[config.mk]
export PLATFORM = sky130hd
export DESIGN_NAME = pc_ras_unit
export DESIGN_NICKNAME = d
export VERILOG_FILES = /design/src/rtl/pc_pkg.sv /design/src/rtl/pc_ras_unit_ras_stack.sv /design/src/rtl/pc_ras_unit.sv
export SDC_FILE = /design/constraint.sdc
export NUM_CORES = 1
export LEC_CHECK = 0
export CORE_MARGIN = 2
export CORE_UTILIZATION = 55
export CTS_BUF_LIST = sky130_fd_sc_hd__clkbuf_2
export DETAILED_ROUTE_END_ITERATION = 10
export GPL_TIMING_DRIVEN = 0
export PLACE_DENSITY = 0.85
export SLEW_MARGIN = 20
export SYNTH_ARGS = -nofsm -noshare
export SYNTH_HDL_FRONTEND = slang
export SYNTH_SLANG_ARGS = --single-unit
[constraint.sdc]
create_clock -name clock -period 4.1 [get_ports clock]
set_clock_uncertainty 0.15 [all_clocks]
set_input_delay 1.025 -clock clock [delete_from_list [all_inputs] [get_ports clock]]
set_output_delay 1.025 -clock clock [all_outputs]
set_load 0.005 [all_outputs]
[src/rtl/pc_pkg.sv]
// Shared definitions for the fetch-stage program counter and its return-address stack.
package pc_pkg;

  typedef enum logic {
    RUN    = 1'b0,
    HALTED = 1'b1
  } pc_state_t;

  localparam int DEFAULT_RESET_VECTOR = 256;

endpackage

[src/rtl/pc_ras_unit_ras_stack.sv]
// Circular return-address stack: a push onto a full stack overwrites the oldest entry.
module ras_stack #(
  parameter int PC_WIDTH  = 12,
  parameter int RAS_DEPTH = 8
) (
  input  logic                clock,
  input  logic                resetCPU,
  input  logic                push,
  input  logic                pop,
  input  logic [PC_WIDTH-1:0] push_data,
  output logic [PC_WIDTH-1:0] top,
  output logic                empty,
  output logic                full,
  output logic                overflow,
  output logic                underflow
);

  localparam int PW = $clog2(RAS_DEPTH);
  localparam int CW = PW + 1;
  localparam logic [PW-1:0] PTR_ONE   = PW'(1);
  localparam logic [CW-1:0] COUNT_ONE = CW'(1);
  localparam logic [CW-1:0] DEPTH_C   = CW'(RAS_DEPTH);

  logic [PC_WIDTH-1:0] mem_reg [RAS_DEPTH];
  logic [PW-1:0]       sp_reg;
  logic [CW-1:0]       count_reg;
  logic                empty_reg;
  logic                full_reg;
  logic [PW-1:0]       top_ptr;

  // sp_reg addresses the next free slot, so the newest entry sits one below it.
  assign top_ptr   = sp_reg - PTR_ONE;
  assign top       = mem_reg[top_ptr];
  assign empty     = empty_reg;
  assign full      = full_reg;
  assign overflow  = push & full_reg;
  assign underflow = pop & empty_reg;

  always_ff @(posedge clock) begin
    if (push) begin
      mem_reg[sp_reg] <= push_data;
    end
  end

  always_ff @(posedge clock or negedge resetCPU) begin
    if (!resetCPU) begin
      sp_reg    <= '0;
      count_reg <= '0;
      empty_reg <= 1'b1;
      full_reg  <= 1'b0;
    end else if (push) begin
      sp_reg    <= sp_reg + PTR_ONE;
      empty_reg <= 1'b0;
      if (!full_reg) begin
        count_reg <= count_reg + COUNT_ONE;
        full_reg  <= (count_reg + COUNT_ONE) == DEPTH_C;
      end
    end else if (pop && !empty_reg) begin
      sp_reg    <= top_ptr;
      count_reg <= count_reg - COUNT_ONE;
      full_reg  <= 1'b0;
      empty_reg <= count_reg == COUNT_ONE;
    end
  end

endmodule

[src/rtl/pc_ras_unit.sv]
// Fetch-stage program counter with return-address stack, stall input and latched halt/resume.
module pc_ras_unit
  import pc_pkg::*;
#(
  parameter int PC_WIDTH     = 12,
  parameter int RESET_VECTOR = DEFAULT_RESET_VECTOR,
  parameter int RAS_DEPTH    = 8
) (
  input  logic                clock,
  input  logic                resetCPU,
  input  logic                stall,
  input  logic                HLT,
  input  logic                resume,
  input  logic                zero,
  input  logic                negative,
  input  logic                bzero,
  input  logic                bnegative,
  input  logic                jump,
  input  logic                call,
  input  logic                ret,
  input  logic [PC_WIDTH-1:0] address,
  output logic [PC_WIDTH-1:0] programCounter,
  output logic                halted,
  output logic                rasEmpty,
  output logic                rasFull,
  output logic                rasError
);

  pc_state_t           state_reg;
  logic [PC_WIDTH-1:0] pc_reg;
  logic [PC_WIDTH-1:0] pc_next;
  logic                error_reg;
  logic                run_active;
  logic [PC_WIDTH-1:0] pc_inc;
  logic [PC_WIDTH-1:0] branch_add;
  logic                select;
  logic                ras_push;
  logic                ras_pop;
  logic [PC_WIDTH-1:0] ras_top;
  logic                ras_empty;
  logic                ras_full;
  logic                ras_overflow;
  logic                ras_underflow;
  logic                err_event;

  // HLT wins over stall, so a halt request always freezes the PC on its edge.
  assign run_active = (state_reg == RUN) && !HLT && !stall;
  assign pc_inc     = pc_reg + PC_WIDTH'(1);
  assign branch_add = pc_inc + address;
  assign select     = (bzero & zero) | (bnegative & negative);
  assign ras_pop    = run_active & ret;
  assign ras_push   = run_active & call & ~ret;
  assign err_event  = ras_overflow | ras_underflow | (run_active & call & ret);

  ras_stack #(
    .PC_WIDTH (PC_WIDTH),
    .RAS_DEPTH(RAS_DEPTH)
  ) u_ras (
    .clock    (clock),
    .resetCPU (resetCPU),
    .push     (ras_push),
    .pop      (ras_pop),
    .push_data(pc_inc),
    .top      (ras_top),
    .empty    (ras_empty),
    .full     (ras_full),
    .overflow (ras_overflow),
    .underflow(ras_underflow)
  );

  always_comb begin
    pc_next = pc_reg;
    if (run_active) begin
      if (ret)         pc_next = ras_empty ? pc_inc : ras_top;
      else if (call)   pc_next = address;
      else if (jump)   pc_next = address;
      else if (select) pc_next = branch_add;
      else             pc_next = pc_inc;
    end
  end

  always_ff @(posedge clock or negedge resetCPU) begin
    if (!resetCPU) begin
      state_reg <= RUN;
      pc_reg    <= PC_WIDTH'(RESET_VECTOR);
      error_reg <= 1'b0;
    end else begin
      pc_reg    <= pc_next;
      error_reg <= error_reg | err_event;
      case (state_reg)
        RUN:     if (HLT) state_reg <= HALTED;
        HALTED:  if (resume && !HLT) state_reg <= RUN;
        default: state_reg <= RUN;
      endcase
    end
  end

  assign programCounter = pc_reg;
  assign halted         = (state_reg == HALTED);
  assign rasEmpty       = ras_empty;
  assign rasFull        = ras_full;
  assign rasError       = error_reg;

endmodule
==> summary.md <==
The run finished with clean final reports. The height of the die is 108.0 um, and the final weighted congestion of routability-driven global placement is 0.9110. The logs give 22230 um for the first-pass GRT wire length and 4520 ps for the critical path data required time. Among all stages on the critical path, the largest delay is contributed by dfrtp_1.

The clock tree synthesis step divided the H-tree into 4 levels. Once the floorplan was initialized, standard cells occupied 57.08% of the core. Walking the worst path, the cells encountered are buf_6 > buf_4 > inv_1 > ha_1 > buf_2 > clkbuf_1 > mux4_2 > mux2i_1 > a21oi_1 > o21ai_0 > a21boi_0 > o31ai_1. Post-CTS timing repair inserted 0 buffers for setup. The die covers 11660 sq um.

The run gives 488.4 ps as the least setup slack across all paths after layout. Across all hold checks on the routed design, the worst slack comes to 148.5 ps. The count of nets left with antenna violations once routing finished came out at 0.

Dividing the detail-routed wire length by the instance count gives 22.16 um. The mean cell area of the mapped netlist is 13.54 sq um. The post-synthesis async set-or-reset flop share is 19.33%, and the fraction of layout cells with a size suffix above 1 is 16.47%.

The tools report the leakage power as 2.440 nW. The cell area that synthesis handed to floorplanning was 5946 sq um. For this block, the routed nets add up to 14450 um of wire.

The count of warnings emitted by yosys was 0; the register bit total from synthesis was 119. STA classifies the critical path startpoint as a register. The number of global-route vias before repair is 4091, and the net count of the mapped netlist is 484. The critical path is of the reg -> reg type.

Setup repair after global routing left no endpoint under its margin. For the worst flop-to-flop path, the logic depth is 12. For this run, the leading register cell type out of synthesis is edfxtp_1. The final net count is 548. Summing all placed instances gives a cell area of 6584 sq um.

The number of endpoints with negative hold slack in the final report was 0. In this run the power density over the cells is 669.9 nW/um^2. The smallest clock period supported by the final layout is computed as 3612 ps. Synthesis produced 439 cells. Die span in x: 108.0 um. The tree is rooted in a clkbuf_2. The type of destination of the critical path was a register. The final count of pins violating max slew is 0, and the site row count is 37. The tools report the post-cts repair resize count as 0. The clock passes through at most 2 buffers. Number of input and output port buffers inserted: 39. Yosys mapped a number of flops with a built-in enable equal to 96.

At the end of the flow the core is filled with cells to 65.38%. The run gives 0.3396 mV as the peak supply drop. In the routed layout, each cell is associated on average with a via count of 6.337. Setup violations remaining at the end of the flow were counted as 0. The slew of the pin with the lowest slew margin is 1049 ps, and the maximum number of pins on one net before global-route repair is 24. Buffers inserted to repair hold after CTS numbered 0. The run gives 0 as the antenna diode instance count. The clock-pin transition on the worst setup and hold timing paths was 170 ps; the met2 global-route usage was 47.39%. The pre-antenna-repair detailed-routing pass consisted of 5 iterations. In the global route stage, overall resource usage came out at 26.42%. TritonCTS built the clock tree.

Layer carrying the most global-route usage: met2. After detailed routing, the number of remaining DRC violations is 0. Global routing finished with a remaining overflow of 0. The maximum operating frequency was 276.9 MHz; the post-route cell area was 6810 sq um. Pin placement for this block handled 40 I/O pins. For the fraction of met1 tracks used by global routing, the log shows 32.35%. The count of buffering cells on the critical path with inverters included was 5; the post-synthesis cell type count was 62. Area growth from synthesis to final layout: 14.54%. In this run the worst hold path is classified as in -> async. The clock drives 119 sinks. After synthesis, flip-flops and latches occupy 58.21% of the total area. For the global routing met3 resource utilization, the log shows 5.003%. The initial antenna violation count was 0. Kind of cell with the highest combined delay on the critical path: buffers and inverters. Detailed placement finished with a half-perimeter wire length of 10230 um.

The max-capacitance violation count was 0; the pre-CTS setup slack was 35.81 ps. After floorplanning, the core was sized to cover 10420 sq um. Headroom to the max-slew limit came out at 29.54%. For the worst-skew pair, the clock arrives at the later sink with an insertion delay of 680 ps.

The routed layout has 4132 vias. The critical path depth is 12. The fraction of the cycle the final worst path needs came out at 88.09%. The maximum single-stage delay on the critical path is 530 ps. In this run, CTS created clock tree buffers numbering 17. The data arrival time of the critical path was 4030 ps.

The register with the most flip-flops in the layout has 96 of them. For the iteration-0 DRC count of the detailed router, the log shows 409. The peak fanout along the critical path works out to 10.
where the power goes:
group | total (mW) | internal (mW) | switching, mW | leakage, nW
clock | 0.746 | 0.332 | 0.415 | 0.153
sequential | 1.73 | 1.57 | 0.155 | 1.14
combinational | 2.09 | 0.907 | 1.18 | 1.15
layout make-up:
class,count,area (sq um)
buffer,22,115.1
clock buffer,19,95.09
clock inverter,13,136.4
fill,741,3606
inverter,12,45.04
multi-input combinational,286,2359
sequential,119,3461
tap,136,170.2
timing repair buffer,45,429.2
Yosys cell counts, types with 8 or more instances:
cell type | count | area share (%)
o21ai_0 | 20 | 1.7
nand2_1 | 38 | 2.4
ha_1 | 20 | 4.2
nor2_1 | 24 | 1.5
nand4_1 | 9 | 0.95
dfrtp_1 | 21 | 8.8
nand3_1 | 8 | 0.67
xnor2_1 | 16 | 2.4
a21oi_1 | 25 | 2.1
clkbuf_1 | 12 | 0.76
mux4_2 | 17 | 6.4
inv_1 | 12 | 0.76
edfxtp_1 | 96 | 48
mux2i_1 | 8 | 1.3
cells in the final DEF, fill, tap and decap left out, types with 12 or more instances in the layout:
| cell type | instances |
|---|---|
| ha_1 | 20 |
| edfxtp_1 | 96 |
| dfrtp_1 | 21 |
| xnor2_1 | 16 |
| inv_1 | 12 |
| clkbuf_2 | 19 |
| clkdlybuf4s50_1 | 38 |
| clkbuf_1 | 12 |
| a21oi_1 | 25 |
| nand2_1 | 38 |
| mux4_2 | 17 |
| nor2_1 | 21 |
| o21ai_0 | 20 |
stage by stage:
stage,std cells,TNS (ps),power [mW]
2_1_floorplan,439,0,3.117
3_3_place_gp,614,-45960,3.676
3_5_place_dp,620,0,3.792
4_1_cts,652,0,4.540
5_1_grt,652,0,4.794
6_report,652,0,4.562
path summary, 6_finish.rpt:
path,end,slack (ps),startpoint
max,programCounter[10],490,u_ras.sp_reg[0]
min,u_ras.count_reg[1],150,resetCPU
max reg2reg,programCounter[10],490,u_ras.sp_reg[0]
min reg2reg,rasError,350,rasError
max in group asynchronous,programCounter[1],3260,resetCPU
min in group clock,rasError,350,rasError
layer usage:
layer  wire length, um  up-vias  part of all wire [%]
li1                  -     1849                     -
met1              5458     2072                    38
met2              7707      188                    53
met3              1006       23                   7.0
met4               274        0                   1.9
met5                 0        -                     0
logic make-up after synthesis:
family / synth area share (%)
buffers and inverters: 2.693
XOR/XNOR: 3.241
flip-flops: 58.21
AO/OA/AOI/OAI: 10.94
multiplexers: 11.45
AND/OR/NAND/NOR: 8.923
adder cells (fa/ha/maj): 4.545
(Power assumes the default switching activity.)
